===== src/rtl/led_matrix_scan_driver_if.sv =====
// Frame handover channel from the game logic into the LED scan driver.
// A transfer happens on a CLK1_50 rising edge when frame_valid && frame_ready.
interface led_matrix_scan_driver_if;
    logic [63:0] frame_data;
    logic        frame_valid;
    logic        frame_ready;

    modport master (output frame_data, output frame_valid, input frame_ready);
    modport slave  (input frame_data, input frame_valid, output frame_ready);
endinterface


===== src/rtl/led_matrix_scan_driver.sv =====
// Row-multiplexed 8x8 LED scan through two daisy-chained 74HC595s.
// Each row shifts a 16-bit word (row select + active-low cathodes) MSB first, latches it, then holds.
module led_matrix_scan_driver #(
    parameter int CLK_DIV  = 25,
    parameter int ROW_HOLD = 5000,
    parameter int ROWS     = 8,
    parameter int COLS     = 8
) (
    input  logic                      CLK1_50,
    input  logic                      CLR,
    led_matrix_scan_driver_if.slave   frame,
    output logic                      SER,
    output logic                      SRCLK,
    output logic                      RCLK,
    output logic                      OE_N,
    output logic [2:0]                row_idx,
    output logic [2:0]                dbg_state
);
    localparam int MAXV = (CLK_DIV > ROW_HOLD) ? CLK_DIV : ROW_HOLD;
    localparam int CW   = $clog2(MAXV + 1);
    localparam logic [CW-1:0] DIV_LD  = CW'(CLK_DIV - 1);
    localparam logic [CW-1:0] HOLD_LD = CW'(ROW_HOLD - 1);
    localparam logic [3:0]    TOP_BIT = 4'(ROWS + COLS - 1);

    typedef enum logic [2:0] {LOAD, SHIFT_LO, SHIFT_HI, LATCH, HOLD} state_t;

    state_t                 state;
    logic [CW-1:0]          cnt;
    logic [3:0]             bit_idx;
    logic [15:0]            word;
    logic [ROWS*COLS-1:0]   active;
    logic [ROWS*COLS-1:0]   pending;
    logic                   pend_full;
    logic                   ready_q;

    logic                   swap;
    logic                   cap;
    logic                   full_next;
    logic                   row0_load_next;
    logic [ROWS*COLS-1:0]   src;
    logic [15:0]            load_word;

    always_comb begin
        swap           = (state == LOAD) && (row_idx == 3'd0) && pend_full;
        cap            = frame.frame_valid && ready_q;
        full_next      = cap ? 1'b1 : (swap ? 1'b0 : pend_full);
        row0_load_next = (state == HOLD) && (cnt == '0) && (row_idx == 3'd7);
        src            = swap ? pending : active;
        load_word      = {8'd1 << row_idx, ~src[{row_idx, 3'b000} +: 8]};
    end

    // Ready is also raised for the row-0 LOAD cycle itself: the swap frees the
    // pending slot that same edge, so a new frame can be captured alongside it.
    always_ff @(posedge CLK1_50) begin
        if (CLR) begin
            state     <= LOAD;
            cnt       <= '0;
            bit_idx   <= TOP_BIT;
            word      <= '0;
            SER       <= 1'b0;
            SRCLK     <= 1'b0;
            RCLK      <= 1'b0;
            OE_N      <= 1'b1;
            row_idx   <= 3'd0;
            active    <= '0;
            pending   <= '0;
            pend_full <= 1'b0;
            ready_q   <= 1'b1;
        end else begin
            if (swap) active <= pending;
            if (cap) pending <= frame.frame_data;
            pend_full <= full_next;
            ready_q   <= !full_next || row0_load_next;
            case (state)
                LOAD: begin
                    word    <= load_word;
                    bit_idx <= TOP_BIT;
                    SER     <= load_word[15];
                    SRCLK   <= 1'b0;
                    cnt     <= DIV_LD;
                    state   <= SHIFT_LO;
                end
                SHIFT_LO: begin
                    if (cnt == '0) begin
                        SRCLK <= 1'b1;
                        cnt   <= DIV_LD;
                        state <= SHIFT_HI;
                    end else begin
                        cnt <= cnt - 1'b1;
                    end
                end
                SHIFT_HI: begin
                    if (cnt == '0) begin
                        SRCLK <= 1'b0;
                        cnt   <= DIV_LD;
                        if (bit_idx == 4'd0) begin
                            RCLK  <= 1'b1;
                            state <= LATCH;
                        end else begin
                            bit_idx <= bit_idx - 4'd1;
                            SER     <= word[bit_idx - 4'd1];
                            state   <= SHIFT_LO;
                        end
                    end else begin
                        cnt <= cnt - 1'b1;
                    end
                end
                LATCH: begin
                    if (cnt == '0) begin
                        RCLK  <= 1'b0;
                        OE_N  <= 1'b0;
                        cnt   <= HOLD_LD;
                        state <= HOLD;
                    end else begin
                        cnt <= cnt - 1'b1;
                    end
                end
                HOLD: begin
                    if (cnt == '0) begin
                        row_idx <= row_idx + 3'd1;
                        state   <= LOAD;
                    end else begin
                        cnt <= cnt - 1'b1;
                    end
                end
                default: state <= LOAD;
            endcase
        end
    end

    assign frame.frame_ready = ready_q;
    assign dbg_state         = state;
endmodule

===== src/flat_wrapper.sv =====
// flat-port wrapper written by rule: the top's interface ports become plain ports
module led_matrix_scan_driver_flat 
#(
    parameter int CLK_DIV  = 25,
    parameter int ROW_HOLD = 5000,
    parameter int ROWS     = 8,
    parameter int COLS     = 8
)
  (CLK1_50, CLR, SER, SRCLK, RCLK, OE_N, row_idx, dbg_state, frame_frame_data, frame_frame_valid, frame_frame_ready);
  led_matrix_scan_driver_if frame_i ();
  input  logic CLK1_50;
  input  logic CLR;
  output logic SER;
  output logic SRCLK;
  output logic RCLK;
  output logic OE_N;
  output logic [2:0] row_idx;
  output logic [2:0] dbg_state;
  input wire logic [$bits(frame_i.frame_data)-1:0] frame_frame_data;
  input wire logic [$bits(frame_i.frame_valid)-1:0] frame_frame_valid;
  output wire logic [$bits(frame_i.frame_ready)-1:0] frame_frame_ready;
  assign frame_i.frame_data = frame_frame_data;
  assign frame_i.frame_valid = frame_frame_valid;
  assign frame_frame_ready = frame_i.frame_ready;
  led_matrix_scan_driver #(.CLK_DIV(CLK_DIV), .ROW_HOLD(ROW_HOLD), .ROWS(ROWS), .COLS(COLS)) u_core (.CLK1_50(CLK1_50), .CLR(CLR), .frame(frame_i), .SER(SER), .SRCLK(SRCLK), .RCLK(RCLK), .OE_N(OE_N), .row_idx(row_idx), .dbg_state(dbg_state));
endmodule

===== config.mk =====
export PLATFORM = sky130hd
export DESIGN_NAME = led_matrix_scan_driver_flat
export DESIGN_NICKNAME = d
export VERILOG_FILES = /design/src/rtl/led_matrix_scan_driver_if.sv /design/src/rtl/led_matrix_scan_driver.sv /design/src/flat_wrapper.sv
export SDC_FILE = /design/constraint.sdc
export NUM_CORES = 1
export LEC_CHECK = 0
export ABC_AREA = 1
export CORE_AREA = 2 2 154 156
export CTS_CLUSTER_SIZE = 14
export DETAILED_ROUTE_END_ITERATION = 12
export DIE_AREA = 0 0 156 158
export PLACE_DENSITY = 0.6
export SYNTH_ARGS = -nofsm -noshare
export SYNTH_HDL_FRONTEND = slang
export SYNTH_SLANG_ARGS = --single-unit

===== constraint.sdc =====
create_clock -name CLK1_50 -period 2.3 [get_ports CLK1_50]
set_input_delay 0.345 -clock CLK1_50 [delete_from_list [all_inputs] [get_ports CLK1_50]]
set_output_delay 0.345 -clock CLK1_50 [all_outputs]
set_load 0.01 [all_outputs]

==> results.txt <==
Final hold vios - 0
Placed cells - 1458
Clock sinks - 173
Routability cong. - 0.829
Top cell type's share of synthesized area - 43.7%
Combinational share of power - 36.5%
RSZ-0062 raised after global routing - false
Largest net degree at the start of global routing - 86
VDD IR max - 0.645 mV
# IOs - 78
Cell with the most instances after synthesis - nor2_1
Crit. End Element - output port
Kind of critical path - flop to output port
Slew @ Worst Pin - 0.485 ns
Clock skew - 0.0111 ns
Htree depth - 4
Syn Area/Cell - 7.00 um^2
# DRC - 0
Vias - 7161
Critical-path maximum fanout - 35
Post-CTS sizing - 0
Die Y - 158 um
Instance count of the mapped netlist - 1134
Die Wd - 156 um
Clock Power Share - 27.3%
Outcome - finished, final reports clean
Std cell rows - 56
Top FF cell, synth - dfxtp_1
Fill cell count - 2411
Detailed Route Iter0 Violations - 593
Post-synth EDFFs - 0
Maximum clock frequency - 0.460 GHz
Sequential area share after synthesis - 43.7%
Slew Viols, Final - 0
Fin crit share - 94.5%
Antenna diodes - 0
Minimum clock period after layout - 2.17 ns
Clock root buffer - clkbuf_16
Final cell count without fillers - 1490
Number of max-cap violations - 0
Setup bufs post-CTS - 0
Avg WL per Cell - 13.6 um
Leak - 4.12 nW
Total wire length - 20200 um
Largest cells by area after synthesis - dfxtp_1, nor2_1, nand2_1
Net Sw Frac - 37.7%
Iteration count of the initial detailed-routing pass - 7
Setup-failing EPs final - 0
Number of buffers created by CTS - 17
CP Launch Type - flop
Worst EP required - 1.96 ns
Layout cells sized above 1 - 6.42%
Total Power - 10.8 mW
Clock Pin Slew Worst Setup and Hold Paths - 0.07 ns
Worst hold path class - primary input to flop
Final instance area - 9640 um^2
Ys Warns - 0
First-pass GRT wire length - 34400 um
Synth Register Bits - 173
Synth-to-Final Area Change - 21.5%
Max-slew headroom - 67.7%
Antenna violations before repair - 0
CTS tree - yes
Worst skew pair latency - 0.43 ns
Vias per inst - 4.81
Seq pwr share - 36.2%
Net Sw Power - 4.06 mW
Core area - 23100 um^2
Post-layout util - 41.8%
I/O Buffers - 77
Syn nets - 1210
Netlist cell types - 35
Initial Util - 34.4%
CP arrival - 1.83 ns
# hold bufs at CTS - 0
Asr flop ratio synth - 0%
Power density over the cells - 1120 nW/um^2
CTS Buffer Depth - 2
Synth top cells by count - nor2_1, nand2_1, dfxtp_1
Fin nets - 1263
Synthesized cell area - 7930 um^2
Internal power - 6.71 mW
Vias in the first global route - 6956
Post-DP Area - 9040 um^2
Post-detail-place hpwl - 13400 um
Die area - 24600 um^2
Global Route Usage Sum - 17.4%
Post-Route Setup TNS - 0 ns
Post-route ant nets - 0
GRT overflow - 0
Synth area leader - dfxtp_1
-- sequential cells by signal, indices dropped and copies added, names as in the netlist --
name / cells
u_core.SER: 1
u_core.OE_N: 1
u_core.active: 64
u_core.dbg_state: 3
u_core.frame.frame_ready: 1
u_core.bit_idx: 4
u_core.pend_full: 1
u_core.pending: 64
u_core.word: 16
u_core.SRCLK: 1
u_core.cnt: 13
u_core.row_idx: 3
u_core.RCLK: 1
-- metal layers --
layer / share of wire, % / GRT usage, %
met2: 46 / 28.9
met1: 49 / 23.0
met3: 3.9 / 2.87
met4: 1.5 / 6.20
met5: 0 / 0
-- power groups by stage --
stage / Sequential (mW) / Clock [mW] / Combinational [mW]
4_1_cts: 3.89 / 3.01 / 3.95
3_3_place_gp: 3.95 / 0 / 3.90
2_1_floorplan: 3.87 / 0 / 2.99
3_5_place_dp: 3.96 / 0 / 3.93
5_1_grt: 3.96 / 3.15 / 4.54
6_report: 3.90 / 2.94 / 3.94
-- metrics by stage --
stage | worst slack [ns] | hold slack, ns
floorplan | 0.0170 | 0.424
global placement | 0.436 | 0.435
detailed placement | 0.412 | 0.440
CTS | 0.0932 | 0.305
global route | 0.0619 | 0.357
finish | 0.126 | 0.306
-- cell families (layout without fill, tap and decap cells) --
| kind of cell | count (synthesis) | after routing | synth area share [%] |
|---|---|---|---|
| simple gates | 615 | 615 | 35.2 |
| buf+inv | 177 | 243 | 8.96 |
| flops | 173 | 173 | 43.7 |
| compound gates | 152 | 152 | 9.94 |
| fa+ha+maj | 9 | 9 | 1.42 |
| xor+xnor | 8 | 8 | 0.883 |
-- critical path, stage by stage (launching register included) --
cell and delay (ns):
dfxtp_1 0.33, buf_4 0.40, clkdlybuf4s50_1 0.66
-- cell type report --
cell class                 instances  area, um^2  share of cell area, %
multi-input combinational        784        3770                   39.1
clock buffer                      19         443                   4.60
clock inverter                    13         154                   1.60
timing repair buffer             104        1040                   10.8
tap                              290         363                   3.77
sequential                       173        3460                   36.0
inverter                         107         402                   4.17
-- worst paths after layout --
kind,startpoint,slack [ns],cells after the start,to
worst max register to register,u_core.cnt[0]$_SDFFE_PP0P_,0.41,11,u_core.cnt[1]$_SDFFE_PP0P_
worst max-delay path,u_core.row_idx[0]$_SDFFE_PP0P_,0.13,2,row_idx[0]
worst min register to register,u_core.OE_N$_SDFFE_PP1P_,0.45,2,u_core.OE_N$_SDFFE_PP1P_
worst min-delay path,CLR,0.31,3,u_core.OE_N$_SDFFE_PP1P_
-- placed cells by master, fill, tap and decap left out, drive strengths merged --
| cell type | instances |
|---|---|
| dfxtp | 173 |
| buf | 28 |
| o221ai | 1 |
| nand3 | 141 |
| clkbuf | 19 |
| a21oi | 46 |
| or2 | 1 |
| nand4 | 3 |
| o211ai | 8 |
| o21ai | 94 |
| nor3b | 2 |
| xor2 | 3 |
| clkinv | 6 |
| clkinvlp | 2 |
| ha | 9 |
| nor2 | 210 |
| bufinv | 2 |
| o22ai | 1 |
| xnor2 | 5 |
| clkdlybuf4s50 | 76 |
| a31oi | 2 |
| inv | 110 |
| nand3b | 56 |
| nand2 | 196 |
| nor3 | 6 |
Note: power is estimated with default switching activity, not from simulation.
==> variant 1: new RTL, same flow settings <==
`CLK_DIV` is set to 25 in 2 places; all go to 50.
--- a/src/rtl/led_matrix_scan_driver.sv
+++ b/src/rtl/led_matrix_scan_driver.sv
@@ -2,5 +2,5 @@
 // Each row shifts a 16-bit word (row select + active-low cathodes) MSB first, latches it, then holds.
 module led_matrix_scan_driver #(
-    parameter int CLK_DIV  = 25,
+    parameter int CLK_DIV  = 50,
     parameter int ROW_HOLD = 5000,
     parameter int ROWS     = 8,
--- a/src/flat_wrapper.sv
+++ b/src/flat_wrapper.sv
@@ -2,5 +2,5 @@
 module led_matrix_scan_driver_flat 
 #(
-    parameter int CLK_DIV  = 25,
+    parameter int CLK_DIV  = 50,
     parameter int ROW_HOLD = 5000,
     parameter int ROWS     = 8,
Function: same outputs for any inputs over 10 cycles, from zero or initial values; that may be too few to reach the edited logic, so the function may still have changed.
==> variant 1 against the original RTL <==
- wire length grew 3.7%
- cell area grew 0.10%
- setup slack gained 0.040 ns
- power shrank 4.8%
- combinational power shrank 13%
- synthesized cell count shrank 0.44%
- area after synthesis grew 0.63%
- global-route usage grew 0.20 points
- cell count shrank 0.54%
- maximum frequency grew 1.9%
- sequential cell count is the same
==> variant 1: results (changes against the original RTL) <==
[place]
io_buffers = 77  ; unchanged
gp_routability_congestion = 0.813  ; -1.9%
place_ws_ns = 0.457  ; +0.0448 ns
dpl.hpwl_um = 14200  ; +6.0%

[synth]
synth_area_leaders = dfxtp_1, nor2_1, nand3_1, nand2_1, o21ai_0
ys_seq_area_frac = 0.434  ; -0.00274
yosysUniqueCellTypes = 36  ; +2.9%
async_flop_share = 0  ; unchanged
syn_nets = 1206  ; -0.33%
ys.flop_type = dfxtp_1
synth_common_cells = nor2_1, dfxtp_1, nand2_1, nand3_1, inv_1
yosys_warnings = 0  ; unchanged

[drt]
first_pass_iters = 5  ; -2
wire_per_inst_um = 14.2  ; +4.3%
viasPerCell = 4.84  ; +0.64%
drtIter0Drc = 503  ; -15%

[cts]
cts_resized = 0  ; unchanged
cts_root_buf = clkbuf_16
insertion_delay_ns = 0.44
htree_levels = 4  ; unchanged
path_clk_slew_ns = 0.07  ; about the same
clockBufferDepth = 2  ; unchanged
postCtsSetupRepairBufs = 0  ; unchanged
cts_made_buffers = 17  ; unchanged

[finish]
n_fill_cell = 2351  ; -2.5%
num-nets-final = 1256  ; -0.55%
drive_above_1_share = 0.0688  ; +0.00463
top_regs = u_core.active (64), u_core.pending (64), u_core.word (16)
diodes = 0  ; unchanged

[sta]
worst_pin_slew_ns = 0.503  ; +0.0186 ns
clock_skew_ns = 0.0200  ; +0.00892 ns
fin_tns_setup_ns = 0  ; unchanged

[grt]
grt_pass1_vias = 6638  ; -4.6%
track_usage = 0.176  ; +0.00196
grt_max_degree = 89  ; +3.5%
antenna_found_initial = 0  ; unchanged
grt_pass1_wl_um = 34200  ; -0.58%

[critical_path]
critical_path_arrival_ns = 1.79  ; -0.04 ns
crit_fanout = 35  ; unchanged

[min_path]
hold_path.class = in2reg

[run_status]
status = finished, final reports clean

[power_and_ir_drop]
p_leak_nw = 4.14  ; +0.53%
comb_power_share = 0.334  ; -0.031
peakVddDrop_mv = 0.598  ; -7.3%
switching_share = 0.373  ; -0.00353
seq-power_mw = 3.88

==> variant 1: per-stage QoR <==
stage               hold slack, ns  utilization  total power [mW]  cell area (um2)  instances
floorplan                    0.430            -              6.48             7980       1129
global placement             0.429        0.392              7.30             9040       1450
detailed placement           0.438        0.392              7.36             9040       1450
CTS                          0.368        0.418              10.3             9650       1482
global route                 0.402        0.418              11.0             9650       1482
finish                       0.381        0.418              10.2             9650       1482
==> variant 1: final cells by class <==
type	count	area, um2	share of cell area
repair buffers	101	1010	0.105
clock buffers	18	439	0.0455
well taps	290	363	0.0376
clock inverters	14	166	0.0173
inverters	113	424	0.0440
flip-flops and latches	173	3460	0.359
multi-input cells	773	3780	0.392
==> variant 1: path summary, 6_finish.rpt <==
kind | slack (ns) | start | cells after the start | end
setup reg to reg | 0.43 | u_core.row_idx[0]$_SDFFE_PP0P_ | 11 | u_core.word[3]$_SDFFE_PP0P_
setup / recovery | 0.17 | u_core.row_idx[0]$_SDFFE_PP0P_ | 2 | row_idx[0]
hold reg to reg | 0.45 | u_core.OE_N$_SDFFE_PP1P_ | 2 | u_core.OE_N$_SDFFE_PP1P_
hold / removal | 0.38 | CLR | 3 | u_core.OE_N$_SDFFE_PP1P_
==> variant 1: routing by layer <==
layer,GRT usage,routed length (um),up-vias
li1,-,-,3741
met1,0.233,10100,3237
met2,0.292,9640,166
met3,0.0304,831,24
met4,0.0607,369,0
met5,0,0,-
==> variant 1: kinds of logic (layout without fill, tap and decap cells) <==
group,count (synthesis),after routing,share of synthesized area
simple gates,589,589,0.339
buf+inv,183,246,0.0936
flops,173,173,0.434
compound gates,166,166,0.110
fa+ha+maj,10,10,0.0157
xor+xnor,8,8,0.00878
==> variant 1: worst max-delay path: stages (launching register included) <==
cell	delay [ns]
dfxtp_1	0.34
buf_4	0.40
clkdlybuf4s50_1	0.62
==> variant 2: new RTL, same settings <==
Made on the original files. Register the output `dbg_state` once more, without a reset; this adds one clock of latency there. The other outputs are not delayed to match.
--- a/src/rtl/led_matrix_scan_driver.sv
+++ b/src/rtl/led_matrix_scan_driver.sv
@@ -130,4 +130,6 @@
 
     assign frame.frame_ready = ready_q;
-    assign dbg_state         = state;
+    always_ff @(posedge CLK1_50) begin
+        dbg_state <= state;
+    end
 endmodule
Check against the original RTL: not equivalent (a bounded check fails within 4 cycles, from zero or initial values).
==> variant 2 against the original RTL <==
- core utilization up 0.092 points
- die area unchanged
- first-iteration DRC count down 1.9%
- sequential share of layout area up 0.54 points
- count of clock-buffer cells in the layout down 2
- area after synthesis up 0.62%
- setup slack worse by 0.010 ns
- largest power group is now sequential cells
- sequential cell count up 3
- cell area up 0.22%
- power up 1.9%
- wire length up 2.7%
- non-clock buffer count down 6
- critical path type unchanged
- largest cell class unchanged
==> variant 2: results (changes against the original RTL) <==
[run_status]
status = finished, final reports clean

[drt]
first_pass_iters = 8  ; +1
vias = 7231  ; +0.98%
drtIter0Drc = 582  ; -1.9%
wire_per_inst_um = 14.0  ; +3.4%

[place]
place_inst = 1447  ; -0.75%
dpl.hpwl_um = 13500  ; +1.2%

[power_and_ir_drop]
p_leak_nw = 4.13  ; +0.21%
peakVddDrop_mv = 0.646  ; +0.24%

[synth]
synth_area_leaders = dfxtp_1, nor2_1, nand3_1, nand2_1, o21ai_0
synth_top_area_frac = 0.441  ; +0.00486
yosysUniqueCellTypes = 32  ; -8.6%
ys_seq_area_frac = 0.441  ; +0.00486
synth_common_cells = nor2_1, dfxtp_1, nand2_1, nand3_1, inv_1

[critical_path]
ff2ff_path_depth = 9  ; -2
reg2reg_slack_ns = 0.30  ; -0.11 ns
r2r_end = u_core.cnt[6]$_SDFFE_PP0P_

[finish]
num-nets-final = 1252  ; -0.87%
n_fill_cell = 2348  ; -2.6%
drive_above_1_share = 0.0597  ; -0.00445

[grt]
grt_pass1_wl_um = 34100  ; -0.78%
track_usage = 0.175  ; +0.000604
grt_max_degree = 88  ; +2.3%
grt_pass1_vias = 6782  ; -2.5%

[sta]
worst_pin_slew_ns = 0.462  ; -0.0220 ns
clock_skew_ns = 0.00942  ; -0.00169 ns

[cts]
clockBufferDepth = 2  ; unchanged

[variant 2: cell count changes in the layout (fill, tap and decap cells not counted), sizes merged, moves of 3 or more]
cell / unedited run / this run
a21oi: 46 / 52
xor2: 3 / 7
nor3: 6 / 2
o211ai: 8 / 11
a211oi: 0 / 3
nand3: 141 / 137
buf: 28 / 22
inv: 110 / 117
xnor2: 5 / 2
dfxtp: 173 / 176
nand2: 196 / 179
[variant 2: stage by stage]
step | setup WS [ns] | utilization | power [mW]
2_1_floorplan | 0.0173 | - | 6.97
3_3_place_gp | 0.388 | 0.391 | 7.86
3_5_place_dp | 0.324 | 0.391 | 7.91
4_1_cts | 0.0825 | 0.419 | 11.0
5_1_grt | 0.0389 | 0.419 | 11.8
6_report | 0.115 | 0.419 | 11.0
[variant 2: cells by family after synthesis]
kind of cell | synth area share
simple gates | 0.332
buf+inv | 0.0939
flops | 0.441
compound gates | 0.109
xor+xnor | 0.00988
fa+ha+maj | 0.0141
[variant 2: worst reg2reg max path, cell delays in order (launching register included)]
cell and delay (ns):
dfxtp_1 0.33, inv_1 0.07, ha_1 0.19, and3_1 0.22, nand3_2 0.15, nand2_1 0.29, inv_2 0.30, nand2_1 0.11
o21ai_0 0.18, a21oi_1 0.06
[variant 2: layout make-up]
type,count,share of cell area
clock buffers,17,0.0440
repair buffers,98,0.103
clock inverters,15,0.0216
inverters,112,0.0435
well taps,290,0.0376
multi-input cells,771,0.385
flip-flops and latches,176,0.365
[variant 2: how the worst min path moves through the flow]
stage / from / end / slack, ns / depth (start not counted)
after floorplan: u_core.state[1]$_SDFFE_PP0P_ / u_core.dbg_state[1]$_DFF_P_ / 0.38 / 0
after global placement: u_core.state[2]$_SDFFE_PP0P_ / u_core.dbg_state[2]$_DFF_P_ / 0.39 / 0
after detailed placement: u_core.state[2]$_SDFFE_PP0P_ / u_core.dbg_state[2]$_DFF_P_ / 0.40 / 0
after CTS: CLR / u_core.pending[1]$_SDFFE_PP0P_ / 0.37 / 4
after global routing: CLR / u_core.pending[1]$_SDFFE_PP0P_ / 0.40 / 4
final: CLR / u_core.pending[1]$_SDFFE_PP0P_ / 0.38 / 4
[variant 2: report_power, final]
part | internal, mW | total (mW) | switching [mW]
Combinational | 1.43 | 3.88 | 2.45
Sequential | 3.67 | 3.98 | 0.306
Clock | 1.76 | 3.12 | 1.36
Total | 6.86 | 11.0 | 4.12
[variant 2: per-layer routing]
metal,share of wire,global-route usage,vias to the layer above
met5,0,0,-
met4,0.019,0.0629,0
met3,0.045,0.0348,26
met2,0.44,0.272,169
met1,0.50,0.242,3309
li1,-,-,3727
